<file path="config.mk">
export PLATFORM = sky130hd
export DESIGN_NAME = press_queue
export DESIGN_NICKNAME = d
export VERILOG_FILES = /design/src/rtl/press_queue_pkg.sv /design/src/rtl/press_queue_sync_fifo.sv /design/src/rtl/press_queue.sv
export SDC_FILE = /design/constraint.sdc
export NUM_CORES = 1
export LEC_CHECK = 0
export ABC_AREA = 1
export BUFFER_PORTS_ARGS = -buffer_cell sky130_fd_sc_hd__buf_2
export CORE_MARGIN = 2
export CORE_UTILIZATION = 60
export DETAILED_ROUTE_END_ITERATION = 7
export MAX_ROUTING_LAYER = met4
export PLACE_DENSITY = 0.81
export SYNTH_ARGS = -nofsm -noshare
export SYNTH_HDL_FRONTEND = slang
export SYNTH_HIERARCHICAL = 1
export SYNTH_SLANG_ARGS = --single-unit
</file>
<file path="constraint.sdc">
create_clock -name clk -period 6.6 [get_ports clk]
set_clock_uncertainty 0.2 [all_clocks]
set_input_delay 0.33 -clock clk [delete_from_list [all_inputs] [get_ports clk]]
set_output_delay 0.33 -clock clk [all_outputs]
set_load 0.005 [all_outputs]
</file>
<file path="src/rtl/press_queue_pkg.sv">
// press_queue_pkg: shared constants, event entry type and index-width helper
// for the press_queue block. Optional release tracking is enabled by defining
// PRESS_QUEUE_REL_EVENT_EN when compiling press_queue.
package press_queue_pkg;

  localparam int NUM_BUTTONS_DEF = 4;
  localparam int FIFO_DEPTH_DEF  = 4;

  // Width of a button index: at least one bit, even for a single button.
  function automatic int idx_width(input int num_buttons);
    int w;
    w = $clog2(num_buttons);
    return (w < 1) ? 1 : w;
  endfunction

  localparam int IDX_W_DEF = idx_width(NUM_BUTTONS_DEF);

  // Queue entry layout for the default configuration; the release flag sits
  // above the index, matching how press_queue packs entries into the FIFO.
  typedef struct packed {
    logic                 rel;
    logic [IDX_W_DEF-1:0] index;
  } evt_entry_t;

endpackage

</file>
<file path="src/rtl/press_queue_sync_fifo.sv">
// sync_fifo: single-clock first-word-fall-through queue. The head entry is
// read combinationally from storage; a push into a full queue is accepted
// only when the head is popped in the same cycle.
module sync_fifo #(
  parameter int WIDTH = 2,
  parameter int DEPTH = 4
) (
  input  logic             clk,
  input  logic             reset,
  input  logic             push,
  input  logic [WIDTH-1:0] din,
  output logic             full,
  input  logic             pop,
  output logic [WIDTH-1:0] dout,
  output logic             empty
);

  localparam int AW = (DEPTH > 1) ? $clog2(DEPTH) : 1;
  localparam int CW = AW + 1;

  logic [WIDTH-1:0] mem [DEPTH];
  logic [AW-1:0]    wr_ptr;
  logic [AW-1:0]    rd_ptr;
  logic [CW-1:0]    count;
  logic             do_push;
  logic             do_pop;

  assign empty   = (count == '0);
  assign full    = (count == CW'(DEPTH));
  assign do_pop  = pop & ~empty;
  assign do_push = push & (~full | do_pop);
  assign dout    = mem[rd_ptr];

  // Pointer and occupancy update; power-of-two depth lets pointers wrap naturally.
  always_ff @(posedge clk) begin
    if (reset) begin
      wr_ptr <= '0;
      rd_ptr <= '0;
      count  <= '0;
    end else begin
      if (do_push) wr_ptr <= wr_ptr + AW'(1);
      if (do_pop)  rd_ptr <= rd_ptr + AW'(1);
      count <= count + CW'(do_push) - CW'(do_pop);
    end
  end

  // Storage write.
  // NOTE: the data array has no reset; empty/count already hide stale contents,
  // and leaving it unreset lets it map onto plain RAM/flop arrays without reset muxes.
  always_ff @(posedge clk) begin
    if (do_push) mem[wr_ptr] <= din;
  end

endmodule

</file>
<file path="src/rtl/press_queue.sv">
// press_queue: detects button press edges (and, with PRESS_QUEUE_REL_EVENT_EN
// defined, release edges), holds them in pending masks and drains them one per
// cycle, lowest index first, into a FWFT event queue.
module press_queue
  import press_queue_pkg::*;
#(
  parameter int NUM_BUTTONS = NUM_BUTTONS_DEF,
  parameter int FIFO_DEPTH  = FIFO_DEPTH_DEF,
  localparam int IDX_W      = idx_width(NUM_BUTTONS)
) (
  input  logic                   clk,
  input  logic                   reset,
  input  logic [NUM_BUTTONS-1:0] buttons,
  output logic                   evt_valid,
  input  logic                   evt_ready,
  output logic [IDX_W-1:0]       evt_index,
  output logic                   evt_release,
  output logic                   overflow
);

`ifdef PRESS_QUEUE_REL_EVENT_EN
  // Request vector: presses in the low half, releases in the high half, so the
  // lowest-set-bit arbiter serves every press before any release.
  localparam int REQ_W   = 2 * NUM_BUTTONS;
  localparam int ENTRY_W = IDX_W + 1;
`else
  localparam int REQ_W   = NUM_BUTTONS;
  localparam int ENTRY_W = IDX_W;
`endif

  logic [NUM_BUTTONS-1:0] prev;
  logic [REQ_W-1:0]       pending;
  logic [REQ_W-1:0]       edges;
  logic [REQ_W-1:0]       first;
  logic [REQ_W-1:0]       grant;
  logic                   found;
  int                     sel;
  logic                   can_push;
  logic                   push;
  logic [ENTRY_W-1:0]     push_entry;
  logic [ENTRY_W-1:0]     head_entry;
  logic                   fifo_full;
  logic                   fifo_empty;

`ifdef PRESS_QUEUE_REL_EVENT_EN
  // Set for the first cycle after reset: prev is all ones then, so every idle
  // button would otherwise look like a release.
  logic fresh;

  assign edges = {~buttons & prev & {NUM_BUTTONS{~fresh}}, buttons & ~prev};

  // Suppress release detection until prev has sampled real button levels.
  always_ff @(posedge clk) begin
    if (reset) fresh <= 1'b1;
    else       fresh <= 1'b0;
  end
`else
  assign edges = buttons & ~prev;
`endif

  // Lowest-index pending request wins.
  // NOTE: combinational blocks use blocking '=' with every output defaulted
  // first, so no path can leave a value held and infer a latch.
  always_comb begin
    found = 1'b0;
    first = '0;
    sel   = 0;
    for (int i = 0; i < REQ_W; i++) begin
      if (pending[i] && !found) begin
        found    = 1'b1;
        first[i] = 1'b1;
        sel      = i;
      end
    end
  end

  // A full queue still accepts an entry when its head leaves this cycle.
  assign can_push = ~fifo_full | (evt_valid & evt_ready);
  assign push     = found & can_push;
  assign grant    = push ? first : '0;

`ifdef PRESS_QUEUE_REL_EVENT_EN
  assign push_entry  = {(sel >= NUM_BUTTONS), IDX_W'(sel % NUM_BUTTONS)};
  assign evt_release = head_entry[IDX_W];
`else
  assign push_entry  = IDX_W'(sel);
  assign evt_release = 1'b0;
`endif

  assign evt_index = head_entry[IDX_W-1:0];
  assign evt_valid = ~fifo_empty;

  // Edge history, pending masks and sticky overflow. A new edge re-sets a bit
  // being granted this cycle; an edge on a bit still waiting is lost.
  // NOTE: sequential state uses non-blocking '<=' so every register samples
  // pre-edge values regardless of statement order.
  always_ff @(posedge clk) begin
    if (reset) begin
      prev     <= '1;
      pending  <= '0;
      overflow <= 1'b0;
    end else begin
      prev    <= buttons;
      pending <= (pending & ~grant) | edges;
      if (|(edges & pending & ~grant)) overflow <= 1'b1;
    end
  end

  sync_fifo #(
    .WIDTH (ENTRY_W),
    .DEPTH (FIFO_DEPTH)
  ) u_fifo (
    .clk   (clk),
    .reset (reset),
    .push  (push),
    .din   (push_entry),
    .full  (fifo_full),
    .pop   (evt_ready),
    .dout  (head_entry),
    .empty (fifo_empty)
  );

endmodule
</file>
==> results.toml <==
[worst_setup_path]
max_stage_delay_ns = 0.40
critPathLaunchType = "flop"
criticalPathCategory = "flop to flop"
slowest_stage = "fa_1"
cpMostUsedCell = "inv_1"
cp-end-kind = "flop"
worstPathArrival_ns = 2.47
cp_max_fo = 7
worstPathCellList = "nor2_2 > nand2_4 > inv_1 > inv_2 > nand2_1 > nand2_2 > nand2_1 > inv_1 > or2_4 > nand2_2 > ha_1 > fa_1 > inv_1 > nor2_1"
crit_required_ns = 6.61

[clocking]
numCtsBuffers = 3
clock-sinks = 26
holdBufCountCts = 4
postCtsSetupBuffers = 0
clk_latency_ns = 0.32
htreeDepth = 1
root_buffer = "clkbuf_4"
cts_tree = "done"
cts_resized = 0
clk_pin_slew_ns = 0.14
clock_path_buffers = 2

[routing]
num_vias = 957
ant_nets = 0
drtIter0Drc = 12
wl_um = 2020
wire_per_inst_um = 10.3
drc = 0
drtPass1Iterations = 4
viasPerCell = 4.88

[synth]
ys_types = 25
synth_top_area_share_pct = 29.3
synth_largest_area_cell = "dfxtp_1"
netlist_top_cells_count = "25 x inv_1, 25 x nand2_1, 22 x nor2_1, 18 x dfxtp_1, 10 x a21oi_1"
synth_seq_cells = 26
syn_nets = 165
synthCells = 152
synth_area_um2 = 1230
synth_edf_count = 8
syn_avg_cell_area_um2 = 8.10
synthTopCellsByArea = "dfxtp_1 29%, edfxtp_1 20%, inv_1 7.6%, nand2_1 7.6%, nor2_1 6.7%"
ys_seq_area_share_pct = 48.8
synthArstFlopShare_pct = 0
ys.flop_type = "dfxtp_1"
yosys_warnings = 6

[sta]
max_freq_ghz = 0.407
fin_crit_sh_pct = 37.2
hold_viol_final = 0
fin_crit_ns = 2.46
rsz0062_at_grt = "no"
maxSlewViolCount = 0
setup_ws_ns = 4.14
setup_viol = 0
finalSetupTns_ns = 0

[job]
maxCapViolCount = 0

[finish]
fillers = 160
syn_to_final_growth_pct = 13.7
diodes = 0
fin_nets = 183
stdcell_count = 196
multi_input_area_um2 = 510
layout-drive-gt1-share_pct = 17.8
register_area_um2 = 601

[die]
core_area_um2 = 1940
dieHeight_um = 49.3
initial_core_util_pct = 63.4
die_w_um = 49.3
io_pins = 12
die_area_um2 = 2430
num_rows = 16

[global_routing]
grt-ovfl-total = 0
grt_use_total_pct = 19.0
grt_pass1_wl_um = 3420
grt_max_degree = 16
antenna_found_initial = 0
grt_pass1_vias = 889

[placement]
io_buffers = 10
placed_cells = 188
dp_hpwl_um = 1470
gp_congestion = 0.819
place_ws_ns = 4.22

[hold_path]
min_path_type = "input port to flop"

[outcome]
outcome = "completed"

[pwr]
powerDensity_nw_per_um2 = 353
power.leakage_nw = 0.639
ir_worst_vdd_v = 0.000298
==> through the flow <==
stage / cell area [µm²] / utilization [%] / power (mW) / hold slack [ns]
detailed placement: 1310 / 67.3 / 0.387 / 0.285
floorplan: 1230 / - / 0.345 / 0.199
CTS: 1400 / 72.1 / 0.499 / 0.113
global route: 1400 / 72.1 / 0.531 / 0.137
finish: 1400 / 72.1 / 0.494 / 0.119
global placement: 1310 / 67.3 / 0.378 / 0.280
==> path summary, 6_finish.rpt <==
kind                    from               to  slack, ns  depth (start not counted)
min                    reset       pending[1]       0.12                          2
min reg2reg       pending[1]       pending[1]       0.30                          2
max          u_fifo/count[1]  u_fifo/count[1]       4.14                         14
max reg2reg  u_fifo/count[1]  u_fifo/count[1]       4.14                         14
==> worst max-delay path: cells and delay by family, from the launching register on <==
family	cells	cell delay, ns
fa+ha+maj	2	0.56
buf+inv	4	0.30
simple gates	8	0.93
flops	1	0.36
==> cells in the final DEF, fill, tap and decap left out <==
cell           Yosys  layout
nand2_1           25      25
inv_1             25      25
nor2_1            22      22
dfxtp_1           18      18
a21oi_1           10      10
buf_2              0      10
nand3_1            9       9
edfxtp_1           8       8
inv_2              5       5
o21ai_0            5       5
ha_1               5       5
dlygate4sd3_1      0       4
nand2_2            3       3
clkbuf_4           0       3
nor2_2             2       2
nand2_4            2       2
o22ai_1            2       2
or2_0              1       1
or2_2              1       1
a21oi_2            1       1
or2_1              1       1
nand4_1            1       1
conb_1             1       1
bufinv_16          0       1
or2_4              1       1
nand3_2            1       1
xor2_1             1       1
fa_1               1       1
==> cell type report <==
type,count,share of cell area (%)
Sequential cell,26,42.9
Clock inverter,1,2.14
Inverter,30,8.04
Multi-Input combinational cell,95,36.5
Clock buffer,3,1.61
Tap cell,27,2.41
Timing Repair Buffer,14,6.43
==> report_power, final <==
group	switching, mW	internal (mW)
clock network	0.0454	0.0615
logic	0.106	0.0680
registers	0.0209	0.192
total	0.172	0.322
==> registers in the layout (all words and copies together) (netlist names), named ones only <==
name and count:
prev 4, u_fifo/rd_ptr 2, u_fifo/mem 8, overflow 1
u_fifo/wr_ptr 2, u_fifo/count 3, pending 4
==> per-layer routing <==
metal	GRT usage [%]	wire length [µm]	vias to the layer above
li1	-	-	503
met1	20.3	869	424
met2	33.3	1020	21
met3	1.84	52	9
met4	12.4	71	0
met5	-	0	-
==> cell families after synthesis <==
family          Yosys count  synth area share (%)
flops                    26                  48.8
xor+xnor                  1                 0.712
other cells               1                 0.305
simple gates             69                  25.9
buf+inv                  31                  9.76
fa+ha+maj                 6                  6.71
compound gates           18                  7.83
(Power assumes the default switching activity.)
